<file path="config.mk">
export PLATFORM = sky130hd
export DESIGN_NAME = ringed_squid_cpu
export DESIGN_NICKNAME = d
export VERILOG_FILES = /design/src/rtl/ringed_squid_pkg.sv /design/src/rtl/ringed_squid_alu.sv /design/src/rtl/ringed_squid_cpu.sv
export SDC_FILE = /design/constraint.sdc
export NUM_CORES = 1
export LEC_CHECK = 0
export ABC_CLOCK_PERIOD_IN_PS = 2620
export BUFFER_PORTS_ARGS = -buffer_cell sky130_fd_sc_hd__buf_2
export CORE_ASPECT_RATIO = 1.2
export CORE_MARGIN = 2
export CORE_UTILIZATION = 52
export CTS_CLUSTER_DIAMETER = 200
export DETAILED_ROUTE_END_ITERATION = 7
export PLACE_DENSITY = 0.77
export SYNTH_ARGS = -nofsm -noshare
export SYNTH_HDL_FRONTEND = slang
export SYNTH_HIERARCHICAL = 1
export SYNTH_SLANG_ARGS = --single-unit
</file>
<file path="constraint.sdc">
create_clock -name clk -period 2.62 [get_ports clk]
set_input_delay 0 -clock clk [delete_from_list [all_inputs] [get_ports clk]]
set_output_delay 0 -clock clk [all_outputs]
set_load 0.05 [all_outputs]
</file>
<file path="src/rtl/ringed_squid_pkg.sv">
// Shared constants, opcode encodings and FSM state type for the ringed_squid 4-bit accumulator core.
package ringed_squid_pkg;

  localparam int unsigned ADDR_W = 11;
  localparam int unsigned DATA_W = 4;

  localparam logic [ADDR_W-1:0] HALT_ADDR = 11'h7FF;
  localparam logic [ADDR_W-1:0] RESET_PC  = 11'h000;

  localparam logic [3:0] OP_NOP = 4'h0;
  localparam logic [3:0] OP_LDA = 4'h1;
  localparam logic [3:0] OP_STA = 4'h2;
  localparam logic [3:0] OP_ADD = 4'h3;
  localparam logic [3:0] OP_SUB = 4'h4;
  localparam logic [3:0] OP_AND = 4'h5;
  localparam logic [3:0] OP_OR  = 4'h6;
  localparam logic [3:0] OP_XOR = 4'h7;
  localparam logic [3:0] OP_LDI = 4'h8;
  localparam logic [3:0] OP_JMP = 4'h9;
  localparam logic [3:0] OP_JZ  = 4'hA;
  localparam logic [3:0] OP_JC  = 4'hB;
  localparam logic [3:0] OP_NOT = 4'hC;
  localparam logic [3:0] OP_SHL = 4'hD;
  localparam logic [3:0] OP_SHR = 4'hE;
  localparam logic [3:0] OP_HLT = 4'hF;

  typedef enum logic [2:0] {
    ST_FETCH,
    ST_OP_HI,
    ST_OP_MID,
    ST_OP_LO,
    ST_EXEC,
    ST_IMM,
    ST_HALT
  } state_t;

  function automatic logic is_mem_op(input logic [3:0] op);
    return (op >= OP_LDA) && (op <= OP_XOR);
  endfunction

  function automatic logic is_jump(input logic [3:0] op);
    return (op == OP_JMP) || (op == OP_JZ) || (op == OP_JC);
  endfunction

endpackage

</file>
<file path="src/rtl/ringed_squid_alu.sv">
// Combinational ALU: result, carry and zero plus write enables telling the core which state to update.
// SHL/SHR exist only when RINGED_SQUID_SHIFT_EN is defined.
module ringed_squid_alu
  import ringed_squid_pkg::*;
(
  input  logic [3:0]        op,
  input  logic [DATA_W-1:0] acc,
  input  logic [DATA_W-1:0] m,
  output logic [DATA_W-1:0] res,
  output logic              c_out,
  output logic              z_out,
  output logic              acc_we,
  output logic              c_we
);

  logic [DATA_W:0] sum;

  always_comb begin
    res    = '0;
    c_out  = 1'b0;
    acc_we = 1'b0;
    c_we   = 1'b0;
    sum    = '0;
    case (op)
      OP_LDA, OP_LDI: begin
        res    = m;
        acc_we = 1'b1;
      end
      OP_ADD: begin
        sum    = {1'b0, acc} + {1'b0, m};
        res    = sum[DATA_W-1:0];
        c_out  = sum[DATA_W];
        acc_we = 1'b1;
        c_we   = 1'b1;
      end
      OP_SUB: begin
        // carry out of ACC + ~M + 1 is the inverted borrow
        sum    = {1'b0, acc} + {1'b0, ~m} + {{DATA_W{1'b0}}, 1'b1};
        res    = sum[DATA_W-1:0];
        c_out  = sum[DATA_W];
        acc_we = 1'b1;
        c_we   = 1'b1;
      end
      OP_AND: begin res = acc & m; acc_we = 1'b1; end
      OP_OR:  begin res = acc | m; acc_we = 1'b1; end
      OP_XOR: begin res = acc ^ m; acc_we = 1'b1; end
      OP_NOT: begin res = ~acc;    acc_we = 1'b1; end
`ifdef RINGED_SQUID_SHIFT_EN
      OP_SHL: begin
        res    = {acc[DATA_W-2:0], 1'b0};
        c_out  = acc[DATA_W-1];
        acc_we = 1'b1;
        c_we   = 1'b1;
      end
      OP_SHR: begin
        res    = {1'b0, acc[DATA_W-1:1]};
        c_out  = acc[0];
        acc_we = 1'b1;
        c_we   = 1'b1;
      end
`else
      OP_SHL, OP_SHR: ;
`endif
      default: ;
    endcase
    z_out = (res == '0);
  end

endmodule

</file>
<file path="src/rtl/ringed_squid_cpu.sv">
// 4-bit accumulator CPU core driving an external combinational 2048x4 RAM over the TinyTapeout pins.
// Define RINGED_SQUID_SHIFT_EN to enable the SHL/SHR opcodes (otherwise they behave as NOP).
module ringed_squid_cpu
  import ringed_squid_pkg::*;
(
  input  logic       clk,
  input  logic       rst_n,
  input  logic       ena,
  input  logic [7:0] ui_in,
  output logic [7:0] uo_out,
  input  logic [7:0] uio_in,
  output logic [7:0] uio_out,
  output logic [7:0] uio_oe
);

  state_t              state;
  logic [ADDR_W-1:0]   pc;
  logic [ADDR_W-1:0]   opnd;
  logic [3:0]          ir;
  logic [DATA_W-1:0]   acc;
  logic                z;
  logic                c;

  logic [DATA_W-1:0]   d;
  logic [ADDR_W-1:0]   addr;
  logic [ADDR_W-1:0]   pc_inc;
  logic                rw;
  logic [3:0]          alu_op;
  logic                exec_now;
  logic                jump_taken;
  logic [DATA_W-1:0]   alu_res;
  logic                alu_c;
  logic                alu_z;
  logic                alu_acc_we;
  logic                alu_c_we;
  logic                unused_pins;

  assign d           = uio_in[3:0];
  assign unused_pins = ^{ena, ui_in, uio_in[7:4]};
  assign pc_inc      = pc + 1'b1;

  // single-nibble ops execute on the fetch edge, so the ALU sees the opcode straight off the bus
  assign alu_op   = (state == ST_FETCH) ? d : ir;
  assign exec_now = (state == ST_EXEC) || (state == ST_IMM) ||
                    ((state == ST_FETCH) && ((d == OP_NOT) || (d == OP_SHL) || (d == OP_SHR)));
  assign jump_taken = (ir == OP_JMP) || ((ir == OP_JZ) && z) || ((ir == OP_JC) && c);

  ringed_squid_alu u_alu (
    .op     (alu_op),
    .acc    (acc),
    .m      (d),
    .res    (alu_res),
    .c_out  (alu_c),
    .z_out  (alu_z),
    .acc_we (alu_acc_we),
    .c_we   (alu_c_we)
  );

  always_comb begin
    case (state)
      ST_EXEC: addr = opnd;
      ST_HALT: addr = HALT_ADDR;
      default: addr = pc;
    endcase
  end

  assign rw      = (state == ST_EXEC) && (ir == OP_STA);
  assign uo_out  = {rw, addr[ADDR_W-1:4]};
  assign uio_out = {addr[3:0], rw ? acc : '0};
  assign uio_oe  = {4'hF, {4{rw}}};

  always_ff @(posedge clk or negedge rst_n) begin
    if (!rst_n) begin
      state <= ST_FETCH;
      pc    <= RESET_PC;
      opnd  <= '0;
      ir    <= OP_NOP;
      acc   <= '0;
      z     <= 1'b0;
      c     <= 1'b0;
    end else begin
      if (exec_now) begin
        if (alu_acc_we) begin
          acc <= alu_res;
          z   <= alu_z;
        end
        if (alu_c_we) c <= alu_c;
      end
      case (state)
        ST_FETCH: begin
          ir <= d;
          pc <= pc_inc;
          if (d == OP_HLT)                     state <= ST_HALT;
          else if (d == OP_LDI)                state <= ST_IMM;
          else if (is_mem_op(d) || is_jump(d)) state <= ST_OP_HI;
          else                                 state <= ST_FETCH;
        end
        ST_OP_HI: begin
          opnd[ADDR_W-1:8] <= d[2:0];
          pc               <= pc_inc;
          state            <= ST_OP_MID;
        end
        ST_OP_MID: begin
          opnd[7:4] <= d;
          pc        <= pc_inc;
          state     <= ST_OP_LO;
        end
        ST_OP_LO: begin
          opnd[3:0] <= d;
          if (is_jump(ir)) begin
            pc    <= jump_taken ? {opnd[ADDR_W-1:4], d} : pc_inc;
            state <= ST_FETCH;
          end else begin
            pc    <= pc_inc;
            state <= ST_EXEC;
          end
        end
        ST_EXEC: state <= ST_FETCH;
        ST_IMM: begin
          pc    <= pc_inc;
          state <= ST_FETCH;
        end
        ST_HALT: state <= ST_HALT;
        default: state <= ST_FETCH;
      endcase
    end
  end

endmodule

</file>
-- Yosys cells after proc, flatten, opt, wreduce, memory -nomap -nowiden
Index checks and enable logic that the tools add are counted.
- add/subtract/negate cells: 4
- magnitude comparators: 2
- eq/ne operators: 26
- mux-type cells: 15
- bitwise logic cells: 5
- reduce and logical (&&, ||, !) cells: 25
- operator list (kind ; number):
    $eq A4 B4 Y1 const B ; 13
    $pmux W11 S2 ; 2
    $pmux W4 S7 ; 1
    $mux W11 ; 2
    $eq A4 B3 Y1 const B ; 4
    $pmux W3 S5 ; 1
    $add A11 B1 Y11 const B ; 1
    $logic_or A1 B1 Y1 ; 11
    $add A4 B4 Y5 ; 2
    $eq A3 B3 Y1 const B ; 3
    $mux W3 ; 3
    $eq A4 B2 Y1 const B ; 2
    $mux W4 ; 2
    $not A4 Y4 ; 2
    $reduce_or A8 Y1 ; 1
    $eq A3 B2 Y1 const B ; 2
    $add A5 B1 Y5 const B ; 1
    $logic_and A1 B1 Y1 ; 5
    $and A4 B4 Y4 ; 1
    $eq A4 B1 Y1 const B ; 1
    $ge A4 B1 Y1 const B ; 1
    $le A4 B3 Y1 const B ; 1
    $logic_not A4 Y1 ; 1
    $or A4 B4 Y4 ; 1
    9 further kinds ; 13
- flip-flop bits (word level): 35
- output and inout port bits: 24
- logic and storage cells: 86

-- Depth between registers and ports, before layout
- depth in word-level cells: 8
- mapped depth: 11

-- Cells and area by module
The synthesis kept the hierarchy.
- by module, submodules not included (module ; instances ; cells an instance ; area an instance (um2)):
    ringed_squid_cpu ; 1 ; 212 ; 2029.4
    ringed_squid_alu ; 1 ; 89 ; 703.2

-- Worst setup path before layout
OpenSTA, ideal clock, no wires.
- path kind: register -> register
- start point: register state[1]
- end point: register z
- setup time: 0.125 ns
- arrival: 2.592 ns
- data required time: 2.495 ns
- path slack: -0.096 ns
- cell stages (with the launch flop): 11
- path buffers: 3
- path through: dfrtp_1 > buf_4 > nor3_1 > mux2_2 > buf_6 > bufbuf_8 > a2111oi_0 > a31oi_1 > o221ai_1 > nor4_2 > mux2_2
- cells in the longest elaborated chain, start to end: 6
- elaborated cells between the ends (all ways): 21
- ends and longest elaborated chain (what ; RTL line ; RTL):
    from (decl) ; ringed_squid_cpu.sv:16 ; state_t state;
    from (signal assigned) ; ringed_squid_cpu.sv:74 ; state <= ST_FETCH;
    from (signal assigned) ; ringed_squid_cpu.sv:93 ; if (d == OP_HLT) state <= ST_HALT;
    from (signal assigned) ; ringed_squid_cpu.sv:94 ; else if (d == OP_LDI) state <= ST_IMM;
    $logic_not A3 Y1 (*) ; ringed_squid_cpu.sv:43 ; assign alu_op = (state == ST_FETCH) ? d : ir;
    $mux W4 (*) ; -- ;
    via alu_op[1] ; ringed_squid_cpu.sv:28 ; logic [3:0] alu_op;
    $eq A4 B1 Y1 or $eq A4 B4 Y1 (tied branches) ; ringed_squid_alu.sv:24 ; case (op)
    $reduce_or A2 Y1 ; ringed_squid_alu.sv:24 ;
    $pmux W4 S7 (*) ; ringed_squid_alu.sv:24 ;
    via alu_res[1] ; ringed_squid_cpu.sv:31 ; logic [DATA_W-1:0] alu_res;
    $logic_not A4 Y1 (*) ; ringed_squid_alu.sv:66 ; z_out = (res == '0);
    via alu_z ; ringed_squid_cpu.sv:33 ; logic alu_z;
    to (signal assigned) ; ringed_squid_cpu.sv:85 ; z <= alu_z;
    to (decl) ; ringed_squid_cpu.sv:21 ; logic z;
The timed path passes the listed nets; every way through them passes the cells marked *.
A chain may end at the register's enable or synchronous reset.

-- Final worst setup path
- start point: register state[2]
- end point: register z
The elaborated chain is that of the path after synthesis.

==> run_results.csv <==
group,metric,value,unit
logic_synthesis,ys_warn_count,6,
sta,setup_viol,0,
logic_synthesis,netlist_area,0.00273,mm²
logic_synthesis,synthArstFlopShare,100,%
setup_path,crit_path_end_kind,"register",
outcome,status,"complete, no violations",
logic_synthesis,synth_area_leaders,"dfrtp_1 32%, mux2_2 8.7%, ha_1 6.0%",
sta,period_share,96.1,%
placement,io_buffers,25,
sta,max_freq,397,MHz
routing,avgRoutedWirePerCell,15.9,µm
setup_path,path_max_fanout,14,
sta,finalSetupTns,0,ns
global_route,grt_first_pass_wirelength,10.1,mm
power_and_ir_drop,p_sw,2.04,mW
logic_synthesis,ys_types,58,
layout,fin_nets,358,
power_and_ir_drop,pwr-share-seq,25.9,%
sta,max_slew.worst_pin.slew,0.790,ns
setup_path,cp.arrival,2.74,ns
setup_path,cp_slowest_cell,"dfrtp_1",
clock_network,clkSinkCount,35,
power_and_ir_drop,sw_frac_of_total,49.2,%
layout,area_growth,10.7,%
power_and_ir_drop,ir_drop,0.594,mV
die,num_rows,28,
clock_network,clk_pin_slew_worst_paths,0.07,ns
clock_network,root_buffer,"clkbuf_8",
sta,max-slew-margin-rel,47.3,%
setup_path,path_buf_inv,2,
logic_synthesis,syn_avg_cell_area,9.08,µm²
sta,hold_slack,0.156,ns
logic_synthesis,synth_edf_count,0,
logic_synthesis,ys_seq_area_share,32.1,%
placement,gp_congestion,0.887,
setup_path,timing.rr.start,"state[2]",
setup_path,cp_common_cell,"mux2_2",
setup_path,rr_endpoint,"z",
routing,drt_iter0_drc,144,
clock_network,cts_max_level,2,
power_and_ir_drop,leakage,1.45,nW
logic_synthesis,yosysTopAreaCellShare,32.1,%
die,pin_count,43,
global_route,grt_pass1_vias,2195,
die,die_h,83.4,µm
setup_path,critPathCapture,"z",
setup_path,crit_family,"multiplexers",
setup_path,r2r_slack,0.10,ns
routing,postRouteAntennaNets,0,
setup_path,reg2reg_depth,9,
die,start_util,54.5,%
sta,period_needed,2.52,ns
setup_path,critPathLaunchType,"register",
power_and_ir_drop,power.density,1370,mW/mm²
routing,drc_errors,0,
die,core-area,0.00501,mm²
clock_network,cts_tree,"yes",
power_and_ir_drop,intPower,2.11,mW
global_route,grt_usage,21.2,%
global_route,grt_max_degree,36,
placement,hpwl,4.25,mm
logic_synthesis,synth_top_area_cell,"dfrtp_1",
layout,fin_cells,385,
clock_network,clk-insertion-delay-late,0.29,ns
logic_synthesis,synth_seq_cells,35,
clock_network,cts_buffers,5,
logic_synthesis,syn_inst,301,
die,design.die.area,0.00585,mm²
sta,finalMaxSlewViolations,0,
layout,antenna-diode-count,0,
global_route,grt.overflow.total,0,
routing,vias_per_cell,5.90,
setup_path,crit_type,"register to register",
die,die_w,70.2,µm
power_and_ir_drop,power_frac_clock,10.2,%
sta,fin_worst_skew,0.00469,ns
job,maxCapViolations,0,
clock_network,clk_path_buf_depth,2,
worst_hold_path,holdCritPathClass,"input port to register",
power_and_ir_drop,power_frac_comb,63.9,%
routing,vias,2273,
routing,routed_wl,6.12,mm
placement,dp_cells,375,
sta,finalHoldViolations,0,
setup_path,crit_required,2.85,ns
setup_path,critical_path.max_stage_delay,0.41,ns
setup_path,startpoint,"state[2]",
global_route,grt_antenna_before_repair,0,
routing,drt-pass1-iter-count,4,
setup_path,path_depth,9,
layout,drive_above_1_share,25.8,%
setup_path,path_cells,"nor3_4, buf_4, mux2_2, buf_6, mux2_2, a31oi_1, o221ai_2, nor4_2, mux2_4",
logic_synthesis,synth_ff_type,"dfrtp_1",
==> metal layers <==
layer / up-vias / wire length (µm) / GRT usage [%]
li1: 1105 / - / -
met1: 1111 / 2600 / 24.9
met2: 48 / 3240 / 38.8
met3: 9 / 188 / 3.16
met4: 0 / 94 / 6.99
met5: - / 0 / 0
==> area by class of cell <==
type	count	area, µm²
Tap cell	60	75.1
Fill cell	449	1990
Timing Repair Buffer	43	267
Sequential cell	35	876
Inverter	19	71.3
Clock buffer	8	100
Multi-Input combinational cell	220	1640
==> worst min-delay path by stage <==
stage                          from        to  slack, ns  cells past startpoint
after detailed placement      rst_n     pc[0]       0.12                      1
after CTS                 uio_in[3]  state[2]       0.14                      2
after global placement        rst_n     pc[0]       0.12                      1
final                     uio_in[3]  state[2]       0.16                      2
after global routing      uio_in[3]  state[2]       0.15                      2
after floorplan               rst_n    acc[0]      -0.30                      0
==> Yosys cell counts, drive strengths merged (4+ instances only) <==
cell type,instances
nand2,22
and2,4
a32oi,4
and3,4
buf,19
mux2,26
clkbuf,10
mux2i,11
nor3,9
o21ai,15
nor2,18
o22a,5
ha,13
a21oi,20
nor2b,5
dfrtp,35
nand3,9
inv,19
nand4,4
==> worst register-to-register path, cell delays in order, from the launching register on <==
cell	delay, ns
dfrtp_1	0.41
nor3_4	0.28
buf_4	0.16
mux2_2	0.38
buf_6	0.17
mux2_2	0.28
a31oi_1	0.19
o221ai_2	0.14
nor4_2	0.26
mux2_4	0.19
==> registers in the layout (all words and copies together) (netlist names) <==
| register | cells |
|---|---|
| state | 3 |
| pc | 11 |
| opnd | 11 |
| z | 1 |
| ir | 4 |
| acc | 4 |
| c | 1 |
==> stage by stage <==
stage	utilization (%)	setup slack, ns	cell area, µm²	total power [mW]
2_1_floorplan	-	0.0721	2750	3.11
3_3_place_gp	57.4	0.147	2870	3.54
3_5_place_dp	57.4	0.123	2870	3.60
4_1_cts	59.6	0.0973	2980	4.04
5_1_grt	60.4	-0.0643	3020	4.46
6_report	60.4	0.101	3020	4.15
==> timing repair <==
item,in CTS,in global routing
setup buffers,0,1
endpoints found under the setup margin,0,1
gates resized for setup,0,7
hold buffers,1,0
endpoints found under the hold margin,35,0
==> kinds of logic after synthesis <==
family / count (synthesis) / synth area share [%]
xor gates and xnor gates: 4 / 1.28
muxes: 37 / 15.4
adders and majority gates: 15 / 7.42
AOI/OAI and AO/OA: 68 / 16.3
and+or+nand+nor: 92 / 17.7
buffers and inverters: 49 / 9.75
DFF: 35 / 32.1
other: 1 / 0.137
==> layout by cell type, fill, tap and decap left out, types with 2 or more instances in the layout <==
cell type and instances:
a211o_1 2, a21boi_0 2, a21oi_1 19, a22oi_1 2
a31oi_1 3, a32oi_1 4, and2_1 4, and3_1 4
and4_1 2, buf_2 25, buf_4 16, clkbuf_8 7
conb_1 4, dfrtp_1 35, fa_1 2, ha_1 13
inv_1 18, mux2_2 18, mux2_4 8, mux2i_1 11
nand2_1 22, nand2b_1 2, nand3_1 8, nand4_1 4
nor2_1 18, nor2b_1 5, nor3_1 8, nor4_1 2
o21ai_0 15, o22a_1 5, o22ai_1 3, or3_1 3
or4_1 2, xor2_1 3
==> power by group through the flow <==
stage                     registers, mW  clock network (mW)  logic (mW)
after floorplan                   0.986                   0        2.12
after global placement             1.05                   0        2.50
after detailed placement           1.06                   0        2.53
after CTS                          1.06               0.434        2.55
after global routing               1.11               0.459        2.88
final                              1.07               0.424        2.65
Power figures use the tool's default switching activity.
